`src/rtl/mfda_stage_sequencer.sv`:
```
// mfda_stage_sequencer: moves fluid through a linear chain of N_STAGES processing stages.
// A run fills each stage through its inlet valve and then runs the stage's actuator
// (mixer, heater, passive filter hold, or nothing for bypass) for a latched dwell.
// After the last stage the outlet valve drains the chain.
// Ports:
//   clk, rst_n             clock, asynchronous active-low reset
//   start, abort           run control (start is level-sampled in IDLE; abort wins)
//   stage_mode, dwell      per-stage configuration, latched when a run starts
//   valve_en               inlet valves [N_STAGES-1:0], outlet valve [N_STAGES]
//   mix_en, heater_en      per-stage actuator drives
//   busy, active_stage     run status
//   done, aborted          one-cycle completion / abort pulses
module mfda_stage_sequencer #(
  parameter int unsigned N_STAGES    = 4,
  parameter int unsigned DWELL_W     = 16,
  parameter int unsigned FILL_CYCLES = 8
) (
  input  logic                          clk,
  input  logic                          rst_n,
  input  logic                          start,
  input  logic                          abort,
  input  logic [2*N_STAGES-1:0]         stage_mode,
  input  logic [N_STAGES*DWELL_W-1:0]   dwell,
  output logic [N_STAGES:0]             valve_en,
  output logic [N_STAGES-1:0]           mix_en,
  output logic [N_STAGES-1:0]           heater_en,
  output logic                          busy,
  output logic [3:0]                    active_stage,
  output logic                          done,
  output logic                          aborted
);

  localparam int unsigned FILL_W = $clog2(FILL_CYCLES + 1);
  localparam int unsigned CNT_W  = (DWELL_W > FILL_W) ? DWELL_W : FILL_W;
  localparam logic [CNT_W-1:0] FILL_LAST  = CNT_W'(FILL_CYCLES - 1);
  localparam logic [CNT_W-1:0] CNT_ONE    = CNT_W'(1);
  localparam logic [3:0]       LAST_STAGE = 4'(N_STAGES - 1);
  localparam logic [1:0]       MODE_MIX    = 2'b00;
  localparam logic [1:0]       MODE_HEAT   = 2'b01;
  localparam logic [1:0]       MODE_BYPASS = 2'b11;

  typedef enum logic [2:0] {StIdle, StFill, StProcess, StDrain, StDone} state_e;

  state_e                      state_q, state_d;
  logic [3:0]                  stage_q, stage_d;
  logic [CNT_W-1:0]            cnt_q, cnt_d;
  logic [2*N_STAGES-1:0]       mode_q;
  logic [N_STAGES*DWELL_W-1:0] dwell_q;
  logic                        load;
  logic                        advance;

  logic [1:0]         cur_mode;
  logic [DWELL_W-1:0] cur_dwell;
  logic [DWELL_W-1:0] eff_dwell;

  logic [N_STAGES:0]   valve_d;
  logic [N_STAGES-1:0] mix_d;
  logic [N_STAGES-1:0] heat_d;

  // Configuration of the stage currently being sequenced.
  always_comb begin
    cur_mode  = 2'b00;
    cur_dwell = '0;
    for (int i = 0; i < int'(N_STAGES); i++) begin
      if (stage_q == 4'(i)) begin
        cur_mode  = mode_q[2*i +: 2];
        cur_dwell = dwell_q[i*DWELL_W +: DWELL_W];
      end
    end
    eff_dwell = (cur_mode == MODE_BYPASS) ? '0 : cur_dwell;
  end

  // Counters are preloaded with length-1 so each phase lasts exactly its length.
  always_comb begin
    state_d = state_q;
    stage_d = stage_q;
    cnt_d   = cnt_q;
    load    = 1'b0;
    advance = 1'b0;
    unique case (state_q)
      StIdle: begin
        if (start && !abort) begin
          load    = 1'b1;
          state_d = StFill;
          stage_d = '0;
          cnt_d   = FILL_LAST;
        end
      end
      StFill: begin
        if (cnt_q != '0) begin
          cnt_d = cnt_q - CNT_ONE;
        end else if (eff_dwell != '0) begin
          state_d = StProcess;
          cnt_d   = CNT_W'(eff_dwell) - CNT_ONE;
        end else begin
          advance = 1'b1;
        end
      end
      StProcess: begin
        if (cnt_q != '0) cnt_d = cnt_q - CNT_ONE;
        else             advance = 1'b1;
      end
      StDrain: begin
        if (cnt_q != '0) cnt_d = cnt_q - CNT_ONE;
        else             state_d = StDone;
      end
      StDone:  state_d = StIdle;
      default: state_d = StIdle;
    endcase

    if (advance) begin
      cnt_d = FILL_LAST;
      if (stage_q == LAST_STAGE) begin
        state_d = StDrain;
      end else begin
        state_d = StFill;
        stage_d = stage_q + 4'd1;
      end
    end

    if (abort && state_q != StIdle) state_d = StIdle;

    if (state_d == StIdle) begin
      stage_d = '0;
      cnt_d   = '0;
    end
  end

  // Outputs are decoded from the next state so they line up with it once registered.
  // PROCESS is only entered from FILL of the same stage, so cur_mode is the right mode.
  always_comb begin
    valve_d = '0;
    mix_d   = '0;
    heat_d  = '0;
    for (int i = 0; i < int'(N_STAGES); i++) begin
      valve_d[i] = (state_d == StFill) && (stage_d == 4'(i));
      mix_d[i]   = (state_d == StProcess) && (stage_d == 4'(i)) && (cur_mode == MODE_MIX);
      heat_d[i]  = (state_d == StProcess) && (stage_d == 4'(i)) && (cur_mode == MODE_HEAT);
    end
    valve_d[N_STAGES] = (state_d == StDrain);
  end

  always_ff @(posedge clk or negedge rst_n) begin
    if (!rst_n) begin
      state_q      <= StIdle;
      stage_q      <= '0;
      cnt_q        <= '0;
      mode_q       <= '0;
      dwell_q      <= '0;
      valve_en     <= '0;
      mix_en       <= '0;
      heater_en    <= '0;
      busy         <= 1'b0;
      active_stage <= '0;
      done         <= 1'b0;
      aborted      <= 1'b0;
    end else begin
      state_q      <= state_d;
      stage_q      <= stage_d;
      cnt_q        <= cnt_d;
      if (load) begin
        mode_q  <= stage_mode;
        dwell_q <= dwell;
      end
      valve_en     <= valve_d;
      mix_en       <= mix_d;
      heater_en    <= heat_d;
      busy         <= (state_d != StIdle);
      active_stage <= stage_d;
      done         <= (state_d == StDone);
      aborted      <= abort && (state_q != StIdle);
    end
  end

endmodule

```
`config.mk`:
```
export PLATFORM = sky130hd
export DESIGN_NAME = mfda_stage_sequencer
export DESIGN_NICKNAME = d
export VERILOG_FILES = /design/src/rtl/mfda_stage_sequencer.sv
export SDC_FILE = /design/constraint.sdc
export NUM_CORES = 1
export LEC_CHECK = 0
export ABC_AREA = 1
export BUFFER_PORTS_ARGS = -buffer_cell sky130_fd_sc_hd__buf_2
export CAP_MARGIN = 0
export CELL_PAD_IN_SITES_DETAIL_PLACEMENT = 0
export CELL_PAD_IN_SITES_GLOBAL_PLACEMENT = 2
export CORE_MARGIN = 3
export CORE_UTILIZATION = 31
export DETAILED_ROUTE_END_ITERATION = 8
export MAX_ROUTING_LAYER = met4
export PLACE_DENSITY = 0.76
export SYNTH_ARGS = -nofsm -noshare
export SYNTH_HDL_FRONTEND = slang
export SYNTH_SLANG_ARGS = --single-unit
```
`constraint.sdc`:
```
create_clock -name clk -period 3 [get_ports clk]
set_input_delay 0.6 -clock clk [delete_from_list [all_inputs] [get_ports clk]]
set_output_delay 0.6 -clock clk [all_outputs]
set_load 0.02 [all_outputs]
```
==> metrics.md <==
| Metric | Value |
|---|---|
| Skew final | `roughly 0.011 ns` |
| CORE AREA | `19100 um2` |
| Buf/Inv on CP | `1` |
| Critical path capture point type | `register` |
| CP max FO | `8` |
| P_sw | `~4.8 mW` |
| Met3 Resource Use GR | `approximately 2.5%` |
| Flops & latches, synth | `111` |
| # setup viols final | `0` |
| Fin area | `between 8000 and 9000 um2` |
| RePlAce Congestion | `around 0.9` |
| RSZ-0062 raised after global routing | `yes` |
| Power per cell area | `~1200 nW/um2` |
| Chip height | `about 150 um` |
| Yosys warnings | `0` |
| Main synth FF type | `dfrtp_1` |
| Clock root cell | `clkbuf_16` |
| Met1 Usage GRT | `about 23%` |
| Relative slew slack | `a little under three fifths` |
| Clock Path Buffers | `2` |
| Clk pwr share | `between 10% and 20%` |
| Std-Cell Rows | `50` |
| Top cell type's share of synthesized area | `roughly 45%` |
| LEAKAGE | `about 4 nW` |
| Largest net degree at the start of global routing | `just under 50` |
| Mean Syn Cell Area | `roughly 8.4 um2` |
| Post-synth top cells | `133 x nand2_1, 111 x dfrtp_1, 87 x nand3_1` |
| H-tree depth | `3` |
| Asr flop ratio synth | `100%` |
| Synth area leader | `dfrtp_1` |
| Worst-skew pair later-pin latency | `approximately 0.36 ns` |
| Max rail drop VDD | `roughly 0.48 mV` |
| Area contributors post-synth | `dfrtp_1 45%, mux2_2 11%, nand2_1 8.1%` |
| Fin nets | `just under 1000` |
| Most common cell in the netlist | `nand2_1` |
| Combinational share of power | `approximately 65%` |
| Sequential area share after synthesis | `between 40% and 50%` |
| Dpl cell area | `between 7000 and 8000 um2` |
| Busiest grt layer | `met2` |
| Fmax | `0.340 GHz` |
| Setup WS pre-CTS | `-0.147 ns` |
| Number of DRC markers in iteration 0 | `280` |
| CTS tree | `done` |
| Non-Filler Instances | `~1200` |
| Hold Violations, Final | `0` |
| Tot Pwr | `10.3 mW` |
| CP delay by family, top | `simple AND/OR/NAND/NOR gates` |
| Slew @ Worst Pin | `0.671 ns` |
| Die area | `about 22000 um2` |
| Final HPWL DP | `13.8 mm` |
| Met2 usage | `between 20 and 30%` |
| Fin worst setup slack | `0.0600 ns` |
| CTS buffer count | `9` |
| Final wirelength | `around 18 mm` |
| Power Internal | `between 5 and 6 mW` |
| R2R Path Start | `stage_q[0]` |
| Fillers | `between 1500 and 2000` |
| Crit. Startpoint | `stage_q[0]` |
| Initial DRT Pass Iterations | `5` |
| Crit-path cells | `ha_4 > buf_8 > nor2_2 > nand3_1 > nand3_1 > nand2_1 > nand2_2 > nand3_4 > o221ai_4 > ha_2 > nand2_2 > nor2_4 > nand3_2 > nand2_4 > nand2_4 > nand2_4 > nand2_4 > nand3_4 > nand2_4 > nor2_4 > nand3_2 > nor2_2` |
| Kind of critical path | `register to register` |
| Data arrival, critical path | `~3.2 ns` |
| WHS | `0.267 ns` |
| Max-cap violations | `0` |
| # DRC | `0` |
| Final ANT Viol Nets | `0` |
| Status | `completed` |
| Post-Syn Instances | `between 700 and 800` |
| Post-layout min period | `approximately 2.9 ns` |
| Synthesis-to-layout area growth | `36.7%` |
| Wire length per cell | `15.7 um` |
| Crit path required time | `roughly 3.3 ns` |
| Antenna violations before repair | `0` |
| Peak per-stage delay on the critical path | `about 0.46 ns` |
| Max Slew Vio Count | `0` |
| Setup TNS | `0 ns` |
| Post-Syn Area | `slightly above 6000 um2` |
| Clock-pin slew on the worst setup and hold paths | `0.08 ns` |
| PortBufs | `95` |
| N_diodes | `0` |
| Via count | `about 5500` |
| Placed cells | `roughly 1100` |
| Remaining Overflow, GRT | `0` |
| Synth cell types | `43` |
| Hold/Removal Path Class | `input pin to async pin` |
| Post-synth EDFFs | `0` |
| Crit-path most repeated cell | `nand2_4` |
| Final period util | `between 90% and 100%` |
| Syn Nets | `between 800 and 900` |
| Seq pwr share | `between 20% and 30%` |
| Io pins | `96` |
| Slowest-stage cell, CP | `dfrtp_2` |
| Die width | `between 100 and 150 um` |
| Global-route wire length before repair | `roughly 29 mm` |
| Number of global-route vias before repair | `around 5500` |
| Gr usage total | `between 10% and 20%` |
| Startpoint types | `register` |
| Vias per cell | `between 4 and 5` |
| Net Sw Frac | `between 40% and 50%` |
| Share of cells above drive strength 1 | `between 40% and 50%` |
| CTS Sinks | `111` |
| Core Util, Final | `44.1%` |
| Initial Util | `roughly a third` |
## state kept, by name, summed over array words and instances (netlist names)
register / flops
dwell_q: 64
heater_en: 4
stage_q: 4
mode_q: 8
done: 1
mix_en: 4
cnt_q: 16
busy: 1
valve_en: 5
aborted: 1
state_q: 3
## cell families after synthesis
| logic type | after synthesis | synth area share [%] |
|---|---|---|
| buffers and inverters | 101 | 6.62 |
| AO/OA/AOI/OAI | 75 | 6.83 |
| XOR/XNOR | 18 | 2.56 |
| flip-flops | 111 | 45.1 |
| adder cells (fa/ha/maj) | 7 | 1.42 |
| AND/OR/NAND/NOR | 357 | 26.5 |
| multiplexers | 60 | 11.0 |
## area by class of cell
cell class	instances	area (um2)	share of cell area, %
clock buffers	9	225	2.68
well taps	260	325	3.87
clock inverters	7	55.1	0.654
inverters	71	274	3.26
flip-flops and latches	111	2780	33.0
multi-input cells	517	3470	41.3
repair buffers	185	1280	15.2
## routing by layer
metal	share of wire, %	vias up
met5	0	-
met4	1.1	0
met3	3.2	8
met2	50	96
met1	46	2687
li1	-	2737
## cell usage in the layout, fill, tap and decap left out, types with 10 or more instances in the layout
master and n:
nor2_1 63, buf_6 10, buf_4 73, a21oi_1 28, dfrtp_1 109, nor2_2 11
nand2_2 18, nand2_1 110, o21ai_0 16, xor2_1 17, nand3_2 13, nand2_4 10
nand3_1 73, mux2_2 60, o21ai_2 11, buf_2 94, inv_1 59
## timing repair
item                                    CTS  global route
endpoints found under the setup margin   29            32
hold buffers                              0             0
resized for setup                        13           128
buffers inserted                          1            19
cloned                                    0             1
pin swaps                                 1            37
## worst reg2reg max path, cell delays in order, from the launching register on
cell,delay [ns]
dfrtp_2,0.46
ha_4,0.18
buf_8,0.13
nor2_2,0.09
nand3_1,0.07
nand3_1,0.07
nand2_1,0.06
nand2_2,0.10
nand3_4,0.15
o221ai_4,0.11
ha_2,0.21
nand2_2,0.07
nor2_4,0.13
nand3_2,0.10
nand2_4,0.13
nand2_4,0.07
nand2_4,0.07
nand2_4,0.06
nand3_4,0.17
nand2_4,0.10
nor2_4,0.12
nand3_2,0.10
nor2_2,0.14
## final timing paths
path | to | slack (ns) | depth (start not counted)
max | mix_en[3] | 0.06 | 22
min | dwell_q[54] | 0.27 | 1
max reg2reg | mix_en[3] | 0.06 | 22
min reg2reg | dwell_q[35] | 0.51 | 1
max in group asynchronous | valve_en[1] | 2.07 | 2
min in group clk | state_q[2] | 0.43 | 2
## power groups by stage
stage | sequential [mW] | combinational, mW | clock (mW)
2_1_floorplan | 2.38 | 3.37 | 0
3_5_place_dp | 2.50 | 5.46 | 0
4_1_cts | 2.47 | 5.59 | 1.20
5_1_grt | 2.55 | 7.33 | 1.26
3_3_place_gp | 2.48 | 5.43 | 0
6_report | 2.48 | 6.65 | 1.16
(Power assumes the default switching activity.)
